===== src/rtl/uart_tx_fifo_pkg.sv =====
`default_nettype none
// ============================================================================
// Module   : uart_tx_fifo_pkg
// Brief    : Shared launch-FSM encodings and default sizing for uart_tx_fifo.
// Revision : 1.0 - initial release
// ============================================================================
package uart_tx_fifo_pkg;

    localparam int C_DEF_DEPTH  = 16;
    localparam int C_DEF_AW     = 4;
    localparam int C_DEF_THRESH = 4;

    typedef enum logic [1:0] {
        ST_IDLE  = 2'd0,
        ST_START = 2'd1,
        ST_BUSY  = 2'd2,
        ST_DRAIN = 2'd3
    } tx_state_t;

endpackage
`default_nettype wire


===== src/rtl/uart_sync_fifo.sv =====
`default_nettype none
// ============================================================================
// Module   : uart_sync_fifo
// Brief    : Byte FIFO with sticky overflow; push is accepted when full if a
//            pop happens in the same cycle.
// Revision : 1.0 - initial release
// ============================================================================
module uart_sync_fifo
    import uart_tx_fifo_pkg::*;
#(
    parameter int DEPTH = C_DEF_DEPTH,
    parameter int AW    = C_DEF_AW
) (
    input  logic          clk,
    input  logic          rst_n,
    input  logic          push,
    input  logic [7:0]    push_data,
    input  logic          pop,
    input  logic          ovf_clr,
    output logic [7:0]    head_data,
    output logic          full,
    output logic          empty,
    output logic [AW:0]   count,
    output logic          overflow
);

    localparam logic [AW:0] C_FULL = (AW+1)'(DEPTH);

    logic [7:0]    r_mem [DEPTH];
    logic [AW-1:0] r_wr_ptr;
    logic [AW-1:0] r_rd_ptr;
    logic [AW:0]   r_count;
    logic          r_overflow;

    logic          w_full;
    logic          w_empty;
    logic          w_pop;
    logic          w_push;
    logic          w_drop;

    assign w_full  = (r_count == C_FULL);
    assign w_empty = (r_count == '0);
    assign w_pop   = pop && !w_empty;
    // A simultaneous pop frees the head slot, so a full FIFO may still accept.
    assign w_push  = push && (!w_full || w_pop);
    assign w_drop  = push && w_full && !w_pop;

    always_ff @(posedge clk or negedge rst_n) begin
        if (!rst_n) begin
            for (int i = 0; i < DEPTH; i++) begin
                r_mem[i] <= 8'h00;
            end
        end else if (w_push) begin
            r_mem[r_wr_ptr] <= push_data;
        end
    end

    always_ff @(posedge clk or negedge rst_n) begin
        if (!rst_n) begin
            r_wr_ptr <= '0;
            r_rd_ptr <= '0;
            r_count  <= '0;
        end else begin
            if (w_push) begin
                r_wr_ptr <= r_wr_ptr + 1'b1;
            end
            if (w_pop) begin
                r_rd_ptr <= r_rd_ptr + 1'b1;
            end
            case ({w_push, w_pop})
                2'b10:   r_count <= r_count + 1'b1;
                2'b01:   r_count <= r_count - 1'b1;
                default: r_count <= r_count;
            endcase
        end
    end

    // Set has priority over clear so a drop is never silently lost.
    always_ff @(posedge clk or negedge rst_n) begin
        if (!rst_n) begin
            r_overflow <= 1'b0;
        end else if (w_drop) begin
            r_overflow <= 1'b1;
        end else if (ovf_clr) begin
            r_overflow <= 1'b0;
        end
    end

    assign head_data = r_mem[r_rd_ptr];
    assign full      = w_full;
    assign empty     = w_empty;
    assign count     = r_count;
    assign overflow  = r_overflow;

endmodule
`default_nettype wire


===== src/rtl/uart_tx_fifo.sv =====
`default_nettype none
// ============================================================================
// Module   : uart_tx_fifo
// Brief    : Transmit byte buffer and launch controller ahead of the UART TX.
//            Optional almost-empty interrupt: define UART_TX_FIFO_THRESH_EN.
// Revision : 1.0 - initial release
// ============================================================================
module uart_tx_fifo
    import uart_tx_fifo_pkg::*;
#(
    parameter int DEPTH  = C_DEF_DEPTH,
    parameter int AW     = C_DEF_AW,
    parameter int THRESH = C_DEF_THRESH
) (
    input  logic          clk,
    input  logic          rst_n,
    input  logic          wr_en,
    input  logic [7:0]    wr_data,
    input  logic          tx_en,
    input  logic          tx_ok,
    input  logic          ovf_clr,
    output logic [7:0]    txd_in,
    output logic          tx_start,
    output logic          full,
    output logic          empty,
    output logic [AW:0]   count,
    output logic          overflow,
    output logic          tx_irq
);

    if (DEPTH < 2 || (1 << AW) != DEPTH || THRESH < 0 || THRESH > DEPTH) begin : g_bad_params
        $error("uart_tx_fifo: inconsistent DEPTH/AW/THRESH");
    end

    tx_state_t r_state;
    tx_state_t w_state_nxt;
    logic      r_tx_ok_d;
    logic [7:0] r_txd;
    logic [7:0] w_head;
    logic      w_pop;
    logic      w_tx_start;

    uart_sync_fifo #(
        .DEPTH (DEPTH),
        .AW    (AW)
    ) u_fifo (
        .clk       (clk),
        .rst_n     (rst_n),
        .push      (wr_en),
        .push_data (wr_data),
        .pop       (w_pop),
        .ovf_clr   (ovf_clr),
        .head_data (w_head),
        .full      (full),
        .empty     (empty),
        .count     (count),
        .overflow  (overflow)
    );

    always_ff @(posedge clk or negedge rst_n) begin
        if (!rst_n) begin
            r_state   <= ST_IDLE;
            r_tx_ok_d <= 1'b0;
        end else begin
            r_state   <= w_state_nxt;
            r_tx_ok_d <= tx_ok;
        end
    end

    // Head byte is sampled only while idle, so it is frozen for the whole frame.
    always_ff @(posedge clk or negedge rst_n) begin
        if (!rst_n) begin
            r_txd <= 8'h00;
        end else if (r_state == ST_IDLE) begin
            r_txd <= w_head;
        end
    end

    always_comb begin
        w_state_nxt = r_state;
        w_pop       = 1'b0;
        w_tx_start  = 1'b0;
        case (r_state)
            ST_IDLE: begin
                if (tx_en && !empty && !tx_ok) begin
                    w_state_nxt = ST_START;
                end
            end
            ST_START: begin
                w_tx_start  = 1'b1;
                w_state_nxt = tx_en ? ST_BUSY : ST_IDLE;
            end
            ST_BUSY: begin
                if (!tx_en) begin
                    w_state_nxt = ST_IDLE;
                end else if (tx_ok && !r_tx_ok_d) begin
                    w_pop       = 1'b1;
                    w_state_nxt = ST_DRAIN;
                end
            end
            ST_DRAIN: begin
                // Holding here until tx_ok falls keeps tx_start clear of tx_ok.
                if (!tx_en || !tx_ok) begin
                    w_state_nxt = ST_IDLE;
                end
            end
            default: w_state_nxt = ST_IDLE;
        endcase
    end

    assign txd_in   = r_txd;
    assign tx_start = w_tx_start;

`ifdef UART_TX_FIFO_THRESH_EN
    localparam logic [AW:0] C_THRESH = (AW+1)'(THRESH);

    logic r_tx_irq;

    always_ff @(posedge clk or negedge rst_n) begin
        if (!rst_n) begin
            r_tx_irq <= 1'b0;
        end else begin
            r_tx_irq <= (count <= C_THRESH) && tx_en;
        end
    end

    assign tx_irq = r_tx_irq;
`else
    assign tx_irq = 1'b0;
`endif

endmodule
`default_nettype wire


===== config.mk =====
export PLATFORM = sky130hd
export DESIGN_NAME = uart_tx_fifo
export DESIGN_NICKNAME = d
export VERILOG_FILES = /design/src/rtl/uart_tx_fifo_pkg.sv /design/src/rtl/uart_sync_fifo.sv /design/src/rtl/uart_tx_fifo.sv
export SDC_FILE = /design/constraint.sdc
export NUM_CORES = 1
export LEC_CHECK = 0
export BUFFER_PORTS_ARGS = -buffer_cell sky130_fd_sc_hd__buf_2
export CAP_MARGIN = 20
export CELL_PAD_IN_SITES_DETAIL_PLACEMENT = 0
export CELL_PAD_IN_SITES_GLOBAL_PLACEMENT = 1
export CORE_MARGIN = 2
export CORE_UTILIZATION = 45
export DETAILED_ROUTE_END_ITERATION = 10
export PLACE_DENSITY_LB_ADDON = 0.1
export SLEW_MARGIN = 30
export SYNTH_ARGS = -nofsm -noshare
export SYNTH_HDL_FRONTEND = slang
export SYNTH_SLANG_ARGS = --single-unit

===== constraint.sdc =====
create_clock -name clk -period 2.95 [get_ports clk]
set_clock_uncertainty 0.1 [all_clocks]
set_input_delay 0.4425 -clock clk [delete_from_list [all_inputs] [get_ports clk]]
set_output_delay 0.4425 -clock clk [all_outputs]
set_load 0.03 [all_outputs]

==> run metrics, run 1 <==
Placed Cells 788; Leakage 3.71 nW; total CTS buffers 17; Slew HR 0.488; type of origin of the critical path register; initial antenna violation count 0; Max Slew Vio Count 0; compound-cell area share of the yosys netlist 0.0473; layout cells sized above 1 0.400; Via Count 4449; GP Congestion 0.767; core area 0.0159 sq mm; largest net degree at the start of global routing 72; worst-margin pin slew 0.767 ns; YS warnings 0; pre-CTS setup slack 0.151 ns; Synth Flop Type dfrtp_1; register area 0.00383 sq mm; detailed-route wire length 16700 um; first-pass GRT wire length 26500 um; post-synthesis adder-cell area fraction 0.0154; RSZ-0062 raised after global routing no; multi-input logic area 0.00331 sq mm; Met3 Routed Length 467 um; Setup Viol. Count Final 0; Final WS setup 0.212 ns; RR Endpoint u_fifo.count[3]$_DFFE_PN0P_; root buf cell clkbuf_16; critical path depth 9; vias per cell 5.42; WHS Path Cells 1; worst min path class input port to register; width of the die 132 um; Synth Area in XOR/XNOR 0.0131; R2R cell count 9; simple-gate share of the synthesized area 0.0817; Synth Instances 552; Initial Util 0.462; commonest non-fill, non-tap cells in the layout 152 x dfrtp_1, 127 x mux2_2, 64 x mux2i_1; Net Count, Synth 575; synth unique cells 41; fraction of registers with async set/reset 1.00; Pre-antenna DRT Iters 4; vias in the first global route 4566; WS Path Type register to register; TNS Setup 0 ns; Pwr Density 1100 mW/mm^2; commonest non-fill, non-tap cell in the layout dfrtp_1; Avg WL per Cell 20.4 um; dpl hpwl 10800 um; Crit-path slowest cell dfrtp_1; sequential-to-total area share from yosys stat 0.522; Post-synth EDFFs 0; I/O pin cnt 32; H-tree levels 4; peak supply drop 789 uV; crit path DAT 2.95 ns; later-pin clock latency in the skew report 0.43 ns; share of the clock period used by the worst path 0.928; crit path max fanout 8; largest family of logic cells by synthesized area multiplexers; final instance area 0.00849 sq mm; worst path cell trace nor4_4 -> o211ai_1 -> nand2_1 -> ha_1 -> buf_4 -> and3b_1 -> o21ai_1 -> a21oi_1 -> a311oi_2; Routed Antenna Nets 0; Hold Vio Cnt, Final 0; Avg Cell Area, Syn 13.3 sq um; clock sinks 153; Bufs on Longest Clock Path 2; Synth Register Bits 153; die height 132 um; crit end category register; Final Non-Filler Cells 821; DR top layer met4; HP Start tx_ok; Max Freq 365 MHz; Hold EP r_tx_ok_d$_DFF_PN0_; DR DRC count 0; number of port buffers 30; Setup Buffers After CTS 0; Area growth syn-to-layout 15.8%; Final Util 0.535; Required @ worst endpoint 3.17 ns; Slowest Stage Delay on Critical Path 0.48 ns; Cell Rows 46; Max Cap Violations 0; Die ar. 0.0173 sq mm; drt initial violations 199; fillcell total 1388; Crit path max-delay family compound AO/OA/AOI/OAI gates; CTS tree yes; outcome completed; clk slew on worst S/H paths 0.06 ns; register-to-register setup slack 0.21 ns; n_diodes 0; Remaining Overflow, GRT 0; wl on met1 7920 um; mux share of post-synthesis cell area 0.291; Final Power 9.31 mW; Buf/Inv on CP 1; worst hold slack 0.0793 ns; min cycle time layout 2.74 ns; RR Startpoint u_fifo.count[1]$_DFFE_PN0P_; dpl cell area 0.00780 sq mm; NumNets Final 615; total track usage 0.204; metal2 WL 8030 um; Post-Syn Area 0.00733 sq mm
[sequential cells by signal, indices dropped and copies added, names as in the netlist]
signal           flops
r_state              2
r_tx_ok_d            1
txd_in               8
u_fifo.count         5
u_fifo.overflow      1
u_fifo.r_mem       128
u_fifo.r_rd_ptr      4
u_fifo.r_wr_ptr      4
[routing by layer]
| metal | vias to the layer above | GRT usage |
|---|---|---|
| met3 | 24 | 0.0363 |
| met2 | 68 | 0.312 |
| met5 | - | 0 |
| li1 | 2079 | - |
| met1 | 2278 | 0.292 |
| met4 | 0 | 0.0719 |
[repair_timing]
item                       CTS  global route
hold buffers                 1             0
hold endpoints to repair    67             0
setup endpoints to repair    0             2
resized for setup            0             3
[final cells by class]
type / count / share of cell area
Clock buffer: 19 / 0.0533
Inverter: 6 / 0.00265
Tap cell: 216 / 0.0318
Multi-Input combinational cell: 356 / 0.390
Clock inverter: 13 / 0.0249
Timing Repair Buffer: 58 / 0.0464
Sequential cell: 153 / 0.451
[power breakdown]
group	internal, mW	total (mW)	leakage (nW)	switching, mW
Sequential	3.08	3.80	1.89	0.718
Combinational	1.65	3.08	1.49	1.43
Clock	1.56	2.44	0.325	0.880
[logic make-up after synthesis]
kind of cell,count (synthesis)
buffers and inverters,43
adder cells (fa/ha/maj),9
AO/OA/AOI/OAI,50
XOR/XNOR,11
AND/OR/NAND/NOR,90
flip-flops,153
multiplexers,195
other,1
[worst max-delay path by stage]
stage,slack [ns],to,start
2_1_floorplan,0.05,u_fifo.count[4]$_DFFE_PN0P_,u_fifo.count[1]$_DFFE_PN0P_
3_3_place_gp,0.22,u_fifo.count[4]$_DFFE_PN0P_,tx_ok
3_5_place_dp,0.15,u_fifo.count[3]$_DFFE_PN0P_,u_fifo.count[1]$_DFFE_PN0P_
4_1_cts,0.13,u_fifo.count[3]$_DFFE_PN0P_,u_fifo.count[1]$_DFFE_PN0P_
5_1_grt,0.02,u_fifo.count[3]$_DFFE_PN0P_,u_fifo.count[1]$_DFFE_PN0P_
6_report,0.21,u_fifo.count[3]$_DFFE_PN0P_,u_fifo.count[1]$_DFFE_PN0P_
[cell usage after synthesis (all sizes together), types with 2 or more instances]
master    n  share of area
a21oi    11         0.0075
a22oi    24          0.025
and2      5         0.0043
buf      13          0.014
clkbuf   24          0.012
dfrtp   153           0.52
ha        9          0.015
inv       6         0.0031
mux2    131           0.20
mux2i    64          0.087
nand2    25          0.013
nand2b    2         0.0017
nand3    27          0.018
nor2      5         0.0026
nor2b     3         0.0026
nor3      8          0.011
nor4b     4          0.013
o211a     3         0.0041
o211ai    2         0.0020
o21ai     4         0.0027
o31ai     2         0.0020
or4b      4         0.0075
xnor2     7         0.0084
xor2      4         0.0048
Note: power is estimated with default switching activity, not from simulation.
==> run 2: changes to the inputs <==
Clock period 2.95 ns to 3.4 ns, I/O delays scaled along.
==> run 2 against run 1 <==
Sequential power is 15% lower. First-iteration DRC count up 11%. Utilization is 0.72 points lower. Largest cell class unchanged. Count of clock-buffer cells in the layout is 2 higher. Via count is 1.5% lower. Largest power group unchanged. Sequential share of layout area is 0.61 points higher. Clock power shrank 16%. Die area did not move. Combinational power down 13%. Final cell count fell by 1.2%. Wire length is 2.2% lower. Non-clock buffer count decreased by 8.
==> run metrics, run 2 (synthesis results as in run 1) <==
outcome completed; Max Freq 337 MHz; later-pin clock latency in the skew report 0.42 ns; Reg with most FFs u_fifo.r_mem; Setup Buffers After CTS 0; width of the die 132 um; DR DRC count 0; Placed Cells 781; Pwr Density 953 mW/mm^2; wl on met1 7820 um; RR Startpoint u_fifo.count[1]$_DFFE_PN0P_; commonest non-fill, non-tap cells in the layout 152 x dfrtp_1, 127 x mux2_2, 64 x mux2i_1; commonest non-fill, non-tap cell in the layout dfrtp_1; Cell Rows 46; Via Count 4384; core area 0.0159 sq mm; Area growth syn-to-layout 14.3%; Setup Viol. Count Final 0; H-tree levels 4; I/O pin cnt 32; Pre-antenna DRT Iters 4; Hold Vio Cnt, Final 0; first-pass GRT wire length 26100 um; worst-margin pin slew 0.914 ns; Initial Util 0.462; NumNets Final 607; type of origin of the critical path register; layout cells sized above 1 0.390; clk slew on worst S/H paths 0.06 ns; worst min path class input port to asynchronous set/reset pin; root buf cell clkbuf_16; most used cell, CP ha_1; Crit-path slowest cell nor4_2; Final Non-Filler Cells 811; Leakage 3.66 nW; crit path DAT 3.18 ns; Met3 Routed Length 377 um; crit end category register; RSZ-0062 raised after global routing no; Avg WL per Cell 20.2 um; DR top layer met4; max reg flops 128; n_diodes 0; WS Path Type register to register; register-to-register setup slack 0.43 ns; detailed-route wire length 16400 um; Max Slew Vio Count 0; total track usage 0.200; dpl hpwl 10600 um; Post-CTS Hold Buffers 0; number of port buffers 30; largest net degree at the start of global routing 94; CTS resizes 0; Slowest Stage Delay on Critical Path 0.49 ns; drt initial violations 221; GP Congestion 0.744; R2R cell count 10; total CTS buffers 17; Buf/Inv on CP 0; fillcell total 1423; RR Endpoint u_fifo.count[4]$_DFFE_PN0P_; Max Cap Violations 0; Die ar. 0.0173 sq mm; CTS tree yes; Routed Antenna Nets 0; die height 132 um; share of the clock period used by the worst path 0.873; metal2 WL 7980 um; vias in the first global route 4581; Bufs on Longest Clock Path 2; initial antenna violation count 0; TNS Setup 0 ns; Crit path max-delay family compound AO/OA/AOI/OAI gates; Remaining Overflow, GRT 0; min cycle time layout 2.97 ns; peak supply drop 429 uV; crit path max fanout 9; Slew HR 0.390; worst path cell trace nor4_2 -> o211ai_1 -> nand2_1 -> ha_1 -> xor2_1 -> ha_1 -> o211a_1 -> o31ai_1 -> a31oi_1 -> xnor2_1; vias per cell 5.41; clock sinks 153; Required @ worst endpoint 3.61 ns
==> run 2: through the flow <==
stage	instance area [sq um]	hold WS (ns)	total power [mW]	worst slack [ns]	util
after floorplan	7330	0.114	5.26	0.394	-
after global placement	7740	0.356	5.90	0.522	0.487
after detailed placement	7740	0.364	6.00	0.422	0.487
after CTS	8380	0.109	8.08	0.402	0.527
after global routing	8380	0.131	8.48	0.194	0.527
final	8380	0.0690	7.98	0.431	0.527
==> run 2: area by class of cell <==
class / count / area, sq um / area share
well taps: 216 / 270 / 0.0323
clock inverters: 9 / 170 / 0.0203
multi-input cells: 356 / 3290 / 0.393
clock buffers: 21 / 470 / 0.0561
flip-flops and latches: 153 / 3830 / 0.457
repair buffers: 50 / 319 / 0.0381
inverters: 6 / 22.5 / 0.00269
==> run 2: power breakdown <==
part / internal, mW / total (mW) / switching (mW) / leakage, nW
clock: 1.35 / 2.06 / 0.713 / 0.319
combinational: 1.42 / 2.69 / 1.28 / 1.45
sequential: 2.67 / 3.23 / 0.559 / 1.89
==> run 2: per-layer routing <==
metal	track usage	vias up
met5	0	-
met4	0.0670	0
met3	0.0374	16
met2	0.327	47
met1	0.267	2269
li1	-	2052
==> run 2: worst reg2reg max path, stage by stage (launching register included) <==
cell and delay, ns:
dfrtp_1 0.46, nor4_2 0.49, o211ai_1 0.22, nand2_1 0.21
ha_1 0.37, xor2_1 0.11, ha_1 0.23, o211a_1 0.21
o31ai_1 0.21, a31oi_1 0.09, xnor2_1 0.15
==> run 2: worst max path at each step <==
stage,from,end,slack [ns],cells past startpoint
after floorplan,u_fifo.count[2]$_DFFE_PN0P_,u_fifo.count[4]$_DFFE_PN0P_,0.39,11
after global placement,u_fifo.count[1]$_DFFE_PN0P_,u_fifo.count[4]$_DFFE_PN0P_,0.52,10
after detailed placement,u_fifo.count[1]$_DFFE_PN0P_,u_fifo.count[4]$_DFFE_PN0P_,0.42,10
after CTS,u_fifo.count[1]$_DFFE_PN0P_,u_fifo.count[4]$_DFFE_PN0P_,0.40,10
after global routing,u_fifo.count[1]$_DFFE_PN0P_,u_fifo.count[4]$_DFFE_PN0P_,0.19,10
final,u_fifo.count[1]$_DFFE_PN0P_,u_fifo.count[4]$_DFFE_PN0P_,0.43,10
==> run 3: changes to the inputs <==
Settings changed: BUFFER_PORTS_ARGS -buffer_cell sky130_fd_sc_hd__buf_2 to not set, DONT_BUFFER_PORTS set to 1.
==> run 3 against run 2 <==
Combinational power decreased by 7.4%. Count of clock-buffer cells in the layout decreased by 1. Critical path depth unchanged. Global-route usage increased by 0.095 points. Largest power group unchanged. Power decreased by 1.3%. The flow now finishes with violations (hold timing). First-iteration DRC count decreased by 6.3%. Non-clock buffer count decreased by 36. Via count decreased by 2.7%. Utilization decreased by 1.3 points. Die area unchanged. Worst setup slack got worse by 0.060 ns.
==> run metrics, run 3 (synthesis results as in run 1) <==
total track usage 0.201; worst min path class input port to asynchronous set/reset pin; Max Freq 330 MHz; WS Path Type register to register; Area growth syn-to-layout 11.3%; peak supply drop 431 uV; Required @ worst endpoint 3.61 ns; RSZ-0062 raised after global routing no; max reg flops 128; Placed Cells 744; final instance area 0.00817 sq mm; commonest non-fill, non-tap cells in the layout 152 x dfrtp_1, 127 x mux2_2, 64 x mux2i_1; H-tree levels 4; DR DRC count 0; Bufs on Longest Clock Path 2; worst hold slack -0.322 ns; dpl cell area 0.00753 sq mm; n_diodes 0; Slew HR 0.334; Pre-antenna DRT Iters 4; Remaining Overflow, GRT 0; pre-CTS setup slack 0.355 ns; worst-margin pin slew 0.994 ns; Slowest Stage Delay on Critical Path 0.55 ns; Crit-path slowest cell dfrtp_1; Initial Util 0.462; Routed Antenna Nets 0; Leakage 3.48 nW; detailed-route wire length 16300 um; Max Cap Violations 0; min cycle time layout 3.03 ns; clk slew on worst S/H paths 0.06 ns; share of the clock period used by the worst path 0.891; Post-CTS Hold Buffers 1; I/O pin cnt 32; GP Congestion 0.749; number of port buffers 0; most used cell, CP ha_1; fillcell total 1430; width of the die 132 um; vias per cell 5.49; die height 132 um; worst path cell trace nor4_2 -> o211ai_1 -> nand2_1 -> ha_1 -> xor2_1 -> ha_1 -> o211a_1 -> o31ai_1 -> a31oi_1 -> xnor2_1; TNS Setup 0 ns; Die ar. 0.0173 sq mm; largest net degree at the start of global routing 154; Pwr Density 965 mW/mm^2; Max Slew Vio Count 0; Final Non-Filler Cells 777; first-pass GRT wire length 26100 um; crit path max fanout 9; Hold Vio Cnt, Final 153; Via Count 4265; failing checks hold timing; Setup Viol. Count Final 0; Reg with most FFs u_fifo.r_mem; drt initial violations 207; type of origin of the critical path register; initial antenna violation count 0; dpl hpwl 10600 um; Avg WL per Cell 21.0 um; crit path DAT 3.24 ns; vias in the first global route 4374; total CTS buffers 17; NumNets Final 571; Cell Rows 46; commonest non-fill, non-tap cell in the layout dfrtp_1; layout cells sized above 1 0.349; crit end category register; Final WS setup 0.371 ns; later-pin clock latency in the skew report 0.42 ns; CTS tree yes; core area 0.0159 sq mm; outcome finished with violations; clock sinks 153; root buf cell clkbuf_16
## run 3: cell types whose count changed in the layout (fill, tap and decap cells not counted), sizes merged
cell,change
clkinvlp,+3
inv,+1
bufinv,-1
dlygate4sd3,+1
buf,-37
clkbuf,-1
## run 3: timing repair
action	4_1_cts	5_1_grt
endpoints found under the hold margin	154	153
setup endpoints to repair	0	0
resized for setup	0	0
buffers inserted	0	0
## run 3: worst max-delay path, delay by kind of cell, from the launching register on
kind	cells	cell delay, ns
fa+ha+maj	2	0.60
flops	1	0.55
compound gates	4	0.71
simple gates	2	0.71
xor+xnor	2	0.26
## run 3: per-layer routing
layer	share of wire	track usage	wire length (um)
met3	0.041	0.0421	670
met5	0	0	0
met2	0.45	0.297	7320
met4	0.013	0.0634	213
met1	0.50	0.294	8140
## run 3: metrics by stage
step / total power, mW / util
finish: 7.88 / 0.514
global route: 8.35 / 0.514
CTS: 7.95 / 0.514
detailed placement: 5.92 / 0.474
global placement: 5.83 / 0.474
floorplan: 5.26 / -
## run 3: power by group
group	total [mW]	internal, mW	switching (mW)
sequential	3.38	2.67	0.709
combinational	2.49	1.36	1.13
clock	2.01	1.26	0.748
total	7.88	5.30	2.58
## run 3: worst paths after layout
path                                                start                        endpoint  slack, ns  cells past startpoint
setup / recovery              u_fifo.count[0]$_DFFE_PN0P_     u_fifo.count[4]$_DFFE_PN0P_       0.37                     10
hold / removal                                      rst_n  u_fifo.r_rd_ptr[3]$_DFFE_PN0P_      -0.32                      0
setup reg to reg              u_fifo.count[0]$_DFFE_PN0P_     u_fifo.count[4]$_DFFE_PN0P_       0.37                     10
hold reg to reg            u_fifo.r_rd_ptr[3]$_DFFE_PN0P_  u_fifo.r_rd_ptr[3]$_DFFE_PN0P_       0.39                      1
max in group asynchronous                           rst_n    u_fifo.r_mem[45]$_DFFE_PN0P_       3.35                      0
min in group clk                                  ovf_clr     u_fifo.overflow$_DFFE_PN0P_       0.09                      1
## run 3: area by class of cell
| cell class | count | area, sq um | area share |
|---|---|---|---|
| sequential | 153 | 3830 | 0.469 |
| multi-input combinational | 356 | 3290 | 0.403 |
| clock buffer | 20 | 457 | 0.0559 |
| tap | 216 | 270 | 0.0331 |
| clock inverter | 12 | 171 | 0.0210 |
| timing repair buffer | 14 | 120 | 0.0147 |
| inverter | 6 | 22.5 | 0.00276 |
